--- src/rtl/psi_index_decoder_if.sv ---
// Bitmap-in / index-stream-out bundle for psi_index_decoder.
// Signal suffixes are from the decoder's point of view.
interface psi_index_decoder_if #(
    parameter int W  = 10,
    parameter int IW = 4
);
    logic [W-1:0]  bitmap_i;
    logic          load_i;
    logic          busy_o;
    logic [IW-1:0] idx_o;
    logic          idx_valid_o;
    logic          idx_ready_i;
    logic          last_o;
    logic          done_o;
    logic [IW:0]   count_o;

    modport slave (
        input  bitmap_i, load_i, idx_ready_i,
        output busy_o, idx_o, idx_valid_o, last_o, done_o, count_o
    );

    modport master (
        output bitmap_i, load_i, idx_ready_i,
        input  busy_o, idx_o, idx_valid_o, last_o, done_o, count_o
    );
endinterface

--- src/rtl/psi_index_decoder.sv ---
// Turns a captured intersection bitmap into a stream of set-bit indices.
// Define PSI_DEC_MSB_FIRST_EN to emit indices highest-first instead of lowest-first.
module psi_index_decoder #(
    parameter int W  = 10,
    parameter int IW = 4
) (
    input  logic               clk,
    input  logic               rst,
    psi_index_decoder_if.slave bus
);
    typedef enum logic [1:0] {
        S_IDLE = 2'd0,
        S_RUN  = 2'd1,
        S_FIN  = 2'd2
    } state_e;

    state_e        state_q, state_d;
    logic [W-1:0]  shadow_q, shadow_d;
    logic [IW:0]   count_q, count_d;

    logic [IW-1:0] enc;
    logic [W-1:0]  sel_oh;
    logic          one_left;
    logic          run;

    // Priority encoder: the last match in loop order wins.
    always_comb begin
        enc = '0;
`ifdef PSI_DEC_MSB_FIRST_EN
        for (int i = 0; i < W; i++) begin
            if (shadow_q[i]) enc = IW'(i);
        end
`else
        for (int i = W - 1; i >= 0; i--) begin
            if (shadow_q[i]) enc = IW'(i);
        end
`endif
        sel_oh = W'(1) << enc;
    end

    assign one_left = ((shadow_q & (shadow_q - W'(1))) == '0);
    assign run      = (state_q == S_RUN);

    always_comb begin
        state_d  = state_q;
        shadow_d = shadow_q;
        count_d  = count_q;
        case (state_q)
            S_IDLE: begin
                if (bus.load_i) begin
                    shadow_d = bus.bitmap_i;
                    count_d  = '0;
                    state_d  = (bus.bitmap_i != '0) ? S_RUN : S_FIN;
                end
            end
            S_RUN: begin
                if (bus.idx_ready_i) begin
                    shadow_d = shadow_q & ~sel_oh;
                    count_d  = count_q + (IW+1)'(1);
                    if (one_left) state_d = S_FIN;
                end
            end
            S_FIN:   state_d = S_IDLE;
            default: state_d = S_IDLE;
        endcase
    end

    always_ff @(posedge clk) begin
        if (rst) begin
            state_q  <= S_IDLE;
            shadow_q <= '0;
            count_q  <= '0;
        end else begin
            state_q  <= state_d;
            shadow_q <= shadow_d;
            count_q  <= count_d;
        end
    end

    assign bus.busy_o      = (state_q != S_IDLE);
    assign bus.idx_valid_o = run;
    assign bus.idx_o       = run ? enc : '0;
    assign bus.last_o      = run & one_left;
    assign bus.done_o      = (state_q == S_FIN);
    assign bus.count_o     = count_q;
endmodule

--- src/flat_wrapper.sv ---
// flat-port wrapper written by rule: the top's interface ports become plain ports
module psi_index_decoder_flat 
#(
    parameter int W  = 10,
    parameter int IW = 4
)
  (clk, rst, bus_bitmap_i, bus_load_i, bus_idx_ready_i, bus_busy_o, bus_idx_o, bus_idx_valid_o, bus_last_o, bus_done_o, bus_count_o);
  psi_index_decoder_if #(.W(W), .IW(IW)) bus_i ();
  input  logic clk;
  input  logic rst;
  input wire logic [$bits(bus_i.bitmap_i)-1:0] bus_bitmap_i;
  input wire logic [$bits(bus_i.load_i)-1:0] bus_load_i;
  input wire logic [$bits(bus_i.idx_ready_i)-1:0] bus_idx_ready_i;
  output wire logic [$bits(bus_i.busy_o)-1:0] bus_busy_o;
  output wire logic [$bits(bus_i.idx_o)-1:0] bus_idx_o;
  output wire logic [$bits(bus_i.idx_valid_o)-1:0] bus_idx_valid_o;
  output wire logic [$bits(bus_i.last_o)-1:0] bus_last_o;
  output wire logic [$bits(bus_i.done_o)-1:0] bus_done_o;
  output wire logic [$bits(bus_i.count_o)-1:0] bus_count_o;
  assign bus_i.bitmap_i = bus_bitmap_i;
  assign bus_i.load_i = bus_load_i;
  assign bus_i.idx_ready_i = bus_idx_ready_i;
  assign bus_busy_o = bus_i.busy_o;
  assign bus_idx_o = bus_i.idx_o;
  assign bus_idx_valid_o = bus_i.idx_valid_o;
  assign bus_last_o = bus_i.last_o;
  assign bus_done_o = bus_i.done_o;
  assign bus_count_o = bus_i.count_o;
  psi_index_decoder #(.W(W), .IW(IW)) u_core (.clk(clk), .rst(rst), .bus(bus_i));
endmodule
--- config.mk ---
export PLATFORM = sky130hd
export DESIGN_NAME = psi_index_decoder_flat
export DESIGN_NICKNAME = d
export VERILOG_FILES = /design/src/rtl/psi_index_decoder_if.sv /design/src/rtl/psi_index_decoder.sv /design/src/flat_wrapper.sv
export SDC_FILE = /design/constraint.sdc
export NUM_CORES = 1
export LEC_CHECK = 0
export BUFFER_PORTS_ARGS = -buffer_cell sky130_fd_sc_hd__buf_4
export CAP_MARGIN = 10
export CORE_MARGIN = 2
export CORE_UTILIZATION = 54
export CTS_CLUSTER_SIZE = 30
export DETAILED_ROUTE_END_ITERATION = 8
export PLACE_DENSITY = 0.82
export SLEW_MARGIN = 30
export SYNTH_ARGS = -nofsm -noshare
export SYNTH_HDL_FRONTEND = slang
export SYNTH_SLANG_ARGS = --single-unit
export TNS_END_PERCENT = 20
--- constraint.sdc ---
create_clock -name clk -period 2.6 [get_ports clk]
set_input_delay 0.52 -clock clk [delete_from_list [all_inputs] [get_ports clk]]
set_output_delay 0.52 -clock clk [all_outputs]
set_load 0.005 [all_outputs]
==> summary by stage <==
Timing
The final number of setup-violating endpoints is 0. The worst pin sits at a relative slew slack of 0.717. Of the available clock period, the critical path in the final layout requires 0.934. The worst path setup slack after routing is 171 ps. The clock tree skew after final layout is 1.62 ps. The slew of the pin with the lowest slew margin is 425 ps.

The tightest hold path in the finished design has a slack of 474 ps. The final count of hold timing violations is 0. The count of pins over their slew limit was 0. The summed negative setup slack over all endpoints is 0 ps.

Setup repair after global routing left no endpoint under its margin. For this run, the top clock speed supported by timing is 412 MHz. After layout, the minimum clock period comes to 2430 ps.

Clocking
Once the clock tree was built, the setup fixing pass inserted 0 buffers. TritonCTS built the clock tree. Counting the buffers created by CTS gives 3. The number of gates given a new drive strength after cts is 0. The number of levels in the clock H-tree is 1. The maximum number of buffers from clock root to sink is 2. Counting every sink on the clock net gives 17. The number of buffers added to fix hold violations after cts is 0. The register clock-pin slew on the reported worst setup and hold paths is 100 ps.

The root buffer cell chosen for the clock tree is clkbuf_4. The latest clock arrival within the worst-skew pair is 290 ps.

Setup path
STA puts the critical path data required time at 2080 ps. The data arrival time of the critical path is 1910 ps. The highest fanout seen on the critical path is 8. STA classifies the critical path startpoint as a flop. The worst setup path is of the reg -> out kind. STA classifies the critical path endpoint as a primary output.

Route
Summing over every cut layer, the via total after detailed routing is 1120. The average wire per standard cell is 15.0 um. The count of nets left with antenna violations once routing finished came out at 0. The ratio of routed vias to standard cells is 6.19. For this block, the routed nets add up to 2710 um of wire. The number of remaining DRC errors is 0. The number of detailed-route iterations in the first pass is 5. After the first detailed-routing iteration, the DRC count stood at 67.

Place
The setup slack at placement is 417 ps. The weighted congestion reported at the end of routability-driven placement is 0.968. The total cell area at the placement stage is 0.00122 mm2. The post-detailed-placement half-perimeter wirelength is 2080 um. Port buffering added 26 buffers.

The number of placed instances, taps included, is 177.

Layout
After filler insertion, the fill cell instance count of the layout stands at 155. The post-layout utilization of the core is 0.725. The repair_antennas step left the layout with diodes totalling 0.

From synthesis to final layout, the design area changed by 25.8%. With fillers left out, the area of the finished cells amounts to 0.00125 mm2. After the last flow step, the layout net total stands at 172. After the flow finishes, the layout carries non-filler instances totaling 181.

The fraction of layout cells with a size suffix above 1 is 0.269.

Synthesis
Of the total synthesized cell area, the portion taken by XOR and XNOR cells is 0.0264. The most instantiated flip-flop cell in the synthesis netlist is dfxtp_1. After synthesis, the cell types taking the most area are dfxtp_1, a21oi_1, nor2_1, nor3_1, nand2_1. The count of warnings emitted by yosys is 0.

The share of the synthesized area in the top cell type is 0.342. In this run the cell area of the synthesized design comes to 995 um2. The synthesized area per cell is 7.71 um2. The net count after synthesis is 144. Of all cell types, the one taking the most synthesized area is dfxtp_1. The post-synthesis share of cell area spent on full adders, half adders and majority gates is 0.0126. After synthesis, the share of flip-flops with an asynchronous set or reset is 0.

The synthesized design contains 17 register bits. The number of different library cells used by synthesis comes to 38. The synthesized-area fraction occupied by ao, oa, aoi and oai cells is 0.278. Of the total synthesized cell area, the portion taken by AND, OR, NAND and NOR gates is 0.288. The proportion of synthesized chip area in sequential cells is 0.342. The post-synthesis cell count is 129.

After synthesis, the share of cell area in mux cells is 0.0101. By area, the combinational part of the netlist is dominated by simple AND/OR/NAND/NOR gates. In this run, synthesis inferred 0 flip-flops with an integrated enable.

Floorplanning
The top-level I/O count is 27. The area of the core region is 0.00173 mm2. The die covers 0.00220 mm2. From bottom edge to top edge, the die measures 46.9 um.

For this configuration, the core starts out at a cell density of 0.576. After floorplanning, the core was divided into 15 placement rows. Measured along the x axis, the die boundary spans 46.9 um.

Global route
The global-route usage over all layers is 0.285. The number of global-route vias before repair is 1003. The final global-route overflow total is 0.

Entering global routing, the biggest net connects 18 pins. The first global-routing pass estimated 4460 um of wire. The number of antenna violations at the first check in global routing is 0.

Min path
The kind of path behind the tightest hold check is in -> reg.

Pwr
VDD sags by at most 0.335 mV. The standby leakage power is 0.518 nW. Overall power consumption after layout is estimated at 0.665 mW. Dividing total power by cell area gives a power density of 532 mW/mm2.

Flow run
The tool flagged a number of max-cap violations equal to 0.

Outcome
The run finished with clean final reports.
[state kept, by name, summed over array words and instances, names as in the netlist]
register and count:
u_core.bus.count_o 5, u_core.shadow_q 10, u_core.state_q 2
[layout by cell type (no fill, tap or decap), drive strengths merged, types with 4 or more instances in the layout]
cell type	instances
inv	5
nand2b	4
nand2	11
buf	29
nor3	10
a21oi	13
dfxtp	17
nor2	14
o21ai	5
a22oi	4
a211oi	4
[synth_stat cells, types with 3 or more instances]
| cell type | n |
|---|---|
| nor4_1 | 3 |
| a21o_1 | 3 |
| nand2_1 | 11 |
| a21oi_1 | 13 |
| xor2_1 | 3 |
| inv_1 | 4 |
| nand3_1 | 3 |
| o21ai_0 | 3 |
| nand2b_1 | 4 |
| nor2_1 | 14 |
| a22oi_1 | 4 |
| clkbuf_1 | 5 |
| and3_1 | 3 |
| nor3_1 | 9 |
| dfxtp_1 | 17 |
[worst paths after layout]
| path | startpoint | endpoint | slack (ps) | cells after the start |
|---|---|---|---|---|
| setup / recovery | u_core.shadow_q[0] | bus_last_o | 170 | 5 |
| hold / removal | bus_bitmap_i[1] | u_core.shadow_q[1] | 470 | 3 |
| setup reg to reg | u_core.shadow_q[0] | u_core.state_q[1] | 840 | 5 |
| hold reg to reg | u_core.bus.count_o[1] | u_core.bus.count_o[1] | 500 | 2 |
[where the power goes]
part | total (mW) | internal [mW] | switching (mW)
clock network | 0.142 | 0.0571 | 0.0853
logic | 0.213 | 0.100 | 0.113
registers | 0.310 | 0.278 | 0.0316
[per-layer routing]
layer,wire [um],share of wire,vias to the layer above,track usage
met1,1170,0.43,514,0.384
met5,0,0,-,0
met2,1270,0.47,59,0.460
met3,233,0.086,8,0.0423
li1,-,-,539,-
met4,38,0.014,0,0.111
[logic make-up (layout without fill, tap and decap cells)]
| group | after synthesis | in the layout |
|---|---|---|
| multiplexers | 1 | 1 |
| XOR/XNOR | 3 | 3 |
| AND/OR/NAND/NOR | 56 | 56 |
| buffers and inverters | 11 | 38 |
| AO/OA/AOI/OAI | 40 | 40 |
| adder cells (fa/ha/maj) | 1 | 1 |
| flip-flops | 17 | 17 |
[cell type report]
class / count / area (um2) / share of cell area
Sequential cell: 17 / 340 / 0.272
Inverter: 5 / 18.8 / 0.0150
Clock inverter: 1 / 5.00 / 0.00400
Multi-Input combinational cell: 101 / 616 / 0.492
Tap cell: 25 / 31.3 / 0.0250
Timing Repair Buffer: 29 / 218 / 0.174
Clock buffer: 3 / 22.5 / 0.0180
[worst max-delay path, stage by stage, from the launching register on]
cell and delay, ps:
dfxtp_1 390, or4_4 610, a211oi_2 210, a21o_1 140, and3_1 160, buf_4 100
No activity file was read; power rests on OpenSTA's default activity.
